[src/rtl/register_file.sv]
// register_file: two-read/one-write register file with per-register pending scoreboard
module register_file #(
   parameter int DATA_W = 32,
   parameter int ADDR_W = 5,
   parameter bit ZERO_REG = 1'b1,
   parameter bit BYPASS = 1'b1
) (
   input  logic              clk,
   input  logic              rst_n,
   input  logic              w_enable,
   input  logic [ADDR_W-1:0] w_address,
   input  logic [DATA_W-1:0] w_data,
   input  logic [ADDR_W-1:0] r_address1,
   input  logic [ADDR_W-1:0] r_address2,
   output logic [DATA_W-1:0] r_out1,
   output logic [DATA_W-1:0] r_out2,
   input  logic              issue_valid,
   input  logic [ADDR_W-1:0] issue_address,
   output logic              r_pending1,
   output logic              r_pending2,
   output logic              any_pending
);
   localparam int DEPTH = 2**ADDR_W;
   logic [DATA_W-1:0] regs [DEPTH];
   logic [DEPTH-1:0]  pending, pend_nxt;
   logic              wr;
   logic [DATA_W-1:0] rd1, rd2;
   assign wr = w_enable && !(ZERO_REG && w_address == '0);
   assign rd1 = (ZERO_REG && r_address1 == '0) ? '0 :
                (BYPASS && wr && w_address == r_address1) ? w_data : regs[r_address1];
   assign rd2 = (ZERO_REG && r_address2 == '0) ? '0 :
                (BYPASS && wr && w_address == r_address2) ? w_data : regs[r_address2];
   assign any_pending = |pending;
   // scoreboard update: clear on write, then set on issue so a same-edge set wins
   always_comb begin
      pend_nxt = pending;
      if (w_enable) pend_nxt[w_address] = 1'b0;
      if (issue_valid) pend_nxt[issue_address] = 1'b1;
      if (ZERO_REG) pend_nxt[0] = 1'b0;
   end
   // register storage and pending bits
   always_ff @(posedge clk or negedge rst_n) begin
      if (!rst_n) begin
         for (int i = 0; i < DEPTH; i++) regs[i] <= '0;
         pending <= '0;
      end else begin
         if (wr) regs[w_address] <= w_data;
         pending <= pend_nxt;
      end
   end
   // registered read ports; pending reflects the post-update scoreboard
   always_ff @(posedge clk or negedge rst_n) begin
      if (!rst_n) begin
         r_out1     <= '0;
         r_out2     <= '0;
         r_pending1 <= 1'b0;
         r_pending2 <= 1'b0;
      end else begin
         r_out1     <= rd1;
         r_out2     <= rd2;
         r_pending1 <= pend_nxt[r_address1];
         r_pending2 <= pend_nxt[r_address2];
      end
   end
endmodule

[config.mk]
export PLATFORM = sky130hd
export DESIGN_NAME = register_file
export DESIGN_NICKNAME = d
export VERILOG_FILES = /design/src/rtl/register_file.sv
export SDC_FILE = /design/constraint.sdc
export NUM_CORES = 2
export LEC_CHECK = 0
export BUFFER_PORTS_ARGS = -buffer_cell sky130_fd_sc_hd__buf_2
export CAP_MARGIN = 20
export CORE_MARGIN = 8
export CORE_UTILIZATION = 55
export DETAILED_ROUTE_END_ITERATION = 6
export PLACE_DENSITY = 0.77
export SYNTH_ARGS = -nofsm -noshare
export SYNTH_HDL_FRONTEND = slang
export SYNTH_SLANG_ARGS = --single-unit
[constraint.sdc]
create_clock -name clk -period 2.13 [get_ports clk]
set_input_delay 0.426 -clock clk [delete_from_list [all_inputs] [get_ports clk]]
set_output_delay 0.426 -clock clk [all_outputs]
set_load 0.005 [all_outputs]
### Word-level counts from Yosys, hierarchy flattened

Cells that the tools add are included.

| word-level totals | value |
|---|---|
| bits in latches | 0 |
| output and inout port bits | 67 |
| bits in read-only memories | 0 |
| bits of input ports | 56 |
| memory bits (writable) | 0 |
| memories | 0 |
| logic and storage cells | 89 |
| bits in registers | 1121 |

| operators by class | value |
|---|---|
| add/subtract/negate cells | 0 |
| multipliers | 0 |
| equality and inequality tests | 2 |
| shift-type cells | 0 |
| multiplexer cells | 23 |
| bitwise gates (word level) | 6 |
| divide/modulo/power cells | 0 |
| reductions and logical operators | 11 |
| order comparisons | 10 |

Operators by type and width:

| operator | number |
|---|---|
| 1024-bit bitwise mux | 1 |
| 32-bit 2-to-1 mux | 11 |
| 32-bit binary-select mux with 5-bit select | 2 |
| 32-bit demux with 5-bit select | 1 |
| 32-bit AND | 1 |
| 32-bit inverter | 1 |
| 32-bit OR | 1 |
| 31-bit OR reduction | 1 |
| 5-bit by 6-bit less-than comparator with 1-bit output, second input constant | 4 |
| 6-bit greater-or-equal comparator, second input constant | 3 |
| 5-bit inverter with 6-bit output | 3 |
| 5-bit zero test | 3 |
| 1-bit binary-select mux with 5-bit select | 2 |
| 1-bit demux with 5-bit select | 2 |
| 5-bit equality test | 2 |
| 5-bit by 1-bit greater-or-equal comparator with 1-bit output, second input constant | 2 |
| 1-bit logical AND | 6 |
| 6-bit by 1-bit less-than comparator with 1-bit output, second input constant | 1 |
| 1-bit 2-to-1 mux | 4 |
| 1-bit zero test | 1 |

### Logic depth before layout (Yosys ltp)

| logic depth | value |
|---|---|
| word-level depth | 11 |
| gate-level depth with buffers | 9 |
| gate-level depth less buffers | 7 |

### Least setup slack after synthesis

No wires, ideal clock.

| timing path | value |
|---|---|
| path type | input to register |
| start | input port r_address1[0] |
| end | register r_out1[0] |
| arrival | 2.237 ns |
| slack | -0.263 ns |
| cell stages on the path | 7 |
| required time | 1.974 ns |
| setup time | 0.156 ns |
| buffers on the path | 3 |
| path through | clkbuf_1 buf_2 buf_2 mux4_2 mux4_2 mux2i_1 a211oi_1 |

| on the way | value |
|---|---|
| word-level cells in the longest chain between the ends | 6 |
| elaborated cells on any way between the ends | 9 |
| classes of those cells | 1 x eq/ne; 5 x mux; 1 x bitwise; 2 x reduce/logical |

RTL lines:

| what | RTL line | RTL |
|---|---|---|
| start, declared | 13 | `input logic [ADDR_W-1:0] r_address1,` |
| 5-bit inverter with 6-bit output (implied by the code) | 30 | `(BYPASS && wr && w_address == r_address1) ? w_data : regs[r_address1];` |
| 32-bit binary-select mux with 5-bit select | 30 |  |
| 32-bit 2-to-1 mux (implied by the code) (2 in series) | 30 |  |
| 32-bit 2-to-1 mux | 30 |  |
| 32-bit 2-to-1 mux (*) | 29 | `assign rd1 = (ZERO_REG && r_address1 == '0) ? '0 :` |
| named net rd1[0] | 27 | `logic [DATA_W-1:0] rd1, rd2;` |
| end signal, assigned | 59 | `r_out1 <= rd1;` |
| end, declared | 15 | `output logic [DATA_W-1:0] r_out1,` |

The timed path passes the listed nets; every way through them passes the cells marked *. The select of a mux whose other input is x is not followed.
A chain may end at the register's enable or synchronous reset.

### Worst setup path after layout

| timing path | value |
|---|---|
| start | register pending[30] |
| end | output port any_pending |

| on the way | value |
|---|---|
| word-level cells in the longest chain between the ends | 1 |

RTL lines:

| what | RTL line | RTL |
|---|---|---|
| start, declared | 25 | `logic [DEPTH-1:0] pending, pend_nxt;` |
| start signal, assigned | 48 | `pending <= pend_nxt;` |
| 31-bit OR reduction | 33 | `assign any_pending = \|pending;` |
| end, declared | 21 | `output logic any_pending` |

No other way between the ends.

==> results.cfg <==
[sta]
post-route-period-util_pct = 122.6
finalHoldViolCount = 0
max_freq_mhz = 383.0
maxSlewViolCount = 0
final-setup-viol-count = 1
fin_ws_ns = -0.4813
skew_ns = 0.02908
min_period_ns = 2.611
setup_tns_ns = -0.4813
relSlewSlack_pct = 31.04
tightest_slew_ns = 1.034
rsz0062_at_grt = yes

[floorplanning]
io-pin-count = 123
start_util_pct = 55.51
row_count = 119
chipWidth_um = 342.0
die-area_um2 = 116900
core_area_um2 = 105300
die_h_um = 342.0

[setup_path]
required_ns = 1.70
path_buf_inv = 1
cp_cell_sequence = nor4_1 -> and4_1 -> nand4_1 -> buf_2
path_max_fanout = 2
slowest_stage = nor4_1
crit_path_end_kind = output port
path_class = flip-flop to output port
crit_path_start_kind = flip-flop
critPathArrivalTime_ns = 2.19
cp_top_family = simple AND/OR/NAND/NOR gates
slowest_delay_ns = 0.49

[drt]
ant_nets = 0
post_drt_wl_per_cell_um = 31.96
drc = 0
vias = 36810
dr.pass1.iters = 7
dr.first_iter.drc_count = 3916
routed_wl_um = 170700
viasPerCell = 6.893

[global_route]
antenna_found_initial = 6
grt.total_usage_pct = 29.18
grt_pass1_vias = 38270
grt_overflow = 0
grt_pass1_wl_um = 255600
grt_max_degree = 121

[yosys]
synth_ff_type = dfrtp_1
synth_xor_area_share_pct = 0.1499
synth-edff-count = 0
synth_area_leaders = dfrtp_1 48%, mux4_2 25%, mux2_2 18%
ys_seq_area_share_pct = 48.00
synth_top_cell_by_area = dfrtp_1
synth-compound-area-share_pct = 1.617
syn-num-nets = 3657
synth-simple-area-share_pct = 1.895
synthAdderAreaFrac_pct = 0
synth.most_common_cell = dfrtp_1
yosysWarnings = 0
synth_top_family_by_area = multiplexers
synth.distinct_cells = 71
synth_top_area_share_pct = 48.00
ys_top_cells_by_count = 1121 x dfrtp_1, 960 x mux2_2, 647 x mux4_2
synthesis.instances = 3601
ys_ff_latch = 1121
synthArstFlopShare_pct = 100.0
syn_area_per_cell_um2 = 16.23
synth.mux.area_fraction_pct = 45.22
synthesis.area_um2 = 58440

[clocking]
cts_num_sinks = 1121
cts_setup_buffers = 0
cts-root-buf = clkbuf_16
cts_made_buffers = 115
insertion_delay_ns = 0.72
htree_levels = 3
cts.path.max_buffers = 3
clk_pin_slew_ns = 0.06
cts_tree = yes

[outcome]
violations = setup timing
status = finished with violations

[power]
leakagePower_nw = 29.88
ir_drop_v = 0.0008350
power_density_nw_per_um2 = 927.1

[layout]
area_growth_pct = 17.07
drive_above_1_share_pct = 60.72
fin_cells = 5340
fin_nets = 3904
final_util_pct = 64.99

[place]
dp_hpwl_um = 105800
place_congestion = 0.8866
dp_slack_ns = -0.5303
dp_cells = 5121
io_buffers = 122

[flow_run]
maxCapViolations = 0

[worst_hold_path]
hp-class = input port to flip-flop
[stage by stage]
stage / hold WS (ns) / cell area (um^2) / power (mW)
2_1_floorplan: 0.1304 / 59150 / 37.38
3_3_place_gp: 0.3231 / 64330 / 41.36
3_5_place_dp: 0.3266 / 64330 / 42.01
4_1_cts: 0.02464 / 68410 / 63.55
5_1_grt: 0.07746 / 68410 / 65.80
6_report: 0.08934 / 68410 / 63.42
[report_power, final]
group	internal [mW]	switching, mW	leakage, nW
combinational	8.51	4.74	13.5
sequential	25.5	3.18	14.3
clock	12.8	8.68	1.99
[final cells by class]
cell class / instances / area, um^2
Inverter: 24 / 95.09
Clock buffer: 168 / 3349
Tap cell: 1391 / 1740
Clock inverter: 47 / 690.7
Timing Repair Buffer: 546 / 5708
Antenna cell: 3 / 7.507
Sequential cell: 1121 / 28050
Fill cell: 7053 / 36850
Multi-Input combinational cell: 2040 / 28770
[worst paths after layout]
| path | from | end | slack (ns) | cells past startpoint |
|---|---|---|---|---|
| max | pending[30] | any_pending | -0.48 | 4 |
| min | w_data[18] | r_out1[18] | 0.09 | 3 |
| min in group asynchronous | rst_n | regs[703] | 0.19 | 2 |
| max in group asynchronous | rst_n | regs[366] | 0.95 | 4 |
| max reg2reg | regs[399] | r_out1[15] | 0.14 | 5 |
| min reg2reg | regs[998] | regs[998] | 0.39 | 0 |
[layer usage]
layer	share of wire (%)	wire length, um	GRT usage, %	vias up
met5	0.0076	13	0	-
met4	4.2	7217	11.39	2
met3	9.9	16870	7.773	432
met2	47	79830	44.84	2009
met1	39	66730	40.02	19790
li1	-	-	-	14580
[state kept, by name, indices dropped and copies added, names as in the netlist]
name	count
pending	31
regs	1024
r_pending1	1
r_out1	32
r_pending2	1
r_out2	32
[tightest hold or removal path: stages]
cell	delay, ns
buf_2	0.13
nor2_1	0.11
a211oi_1	0.08
[cell usage in the layout (no fill, tap or decap), types with 23 or more instances in the layout]
cell type	netlist	layout
clkinv_2	0	23
buf_4	2	279
nor2_1	96	84
mux2i_1	68	68
buf_2	94	113
buf_12	0	148
dfrtp_1	1121	1121
mux2_2	960	960
clkbuf_1	267	28
clkbuf_16	0	117
clkbuf_8	0	23
mux2_1	32	32
a211oi_1	68	68
mux4_2	647	647
[logic make-up (layout without fill, tap and decap cells)]
group / count (synthesis) / in the layout
and+or+nand+nor: 195 / 195
other: 0 / 3
muxes: 1707 / 1707
buffers and inverters: 440 / 785
DFF: 1121 / 1121
xor gates and xnor gates: 10 / 10
AOI/OAI and AO/OA: 128 / 128
[repair_timing]
item,in CTS,in global routing
resized for setup,4,0
endpoints found under the setup margin,1,1
hold buffers,1,0
endpoints found under the hold margin,285,0
pin swaps,1,0
cloned,0,0
No activity file was read; power rests on OpenSTA's default activity.
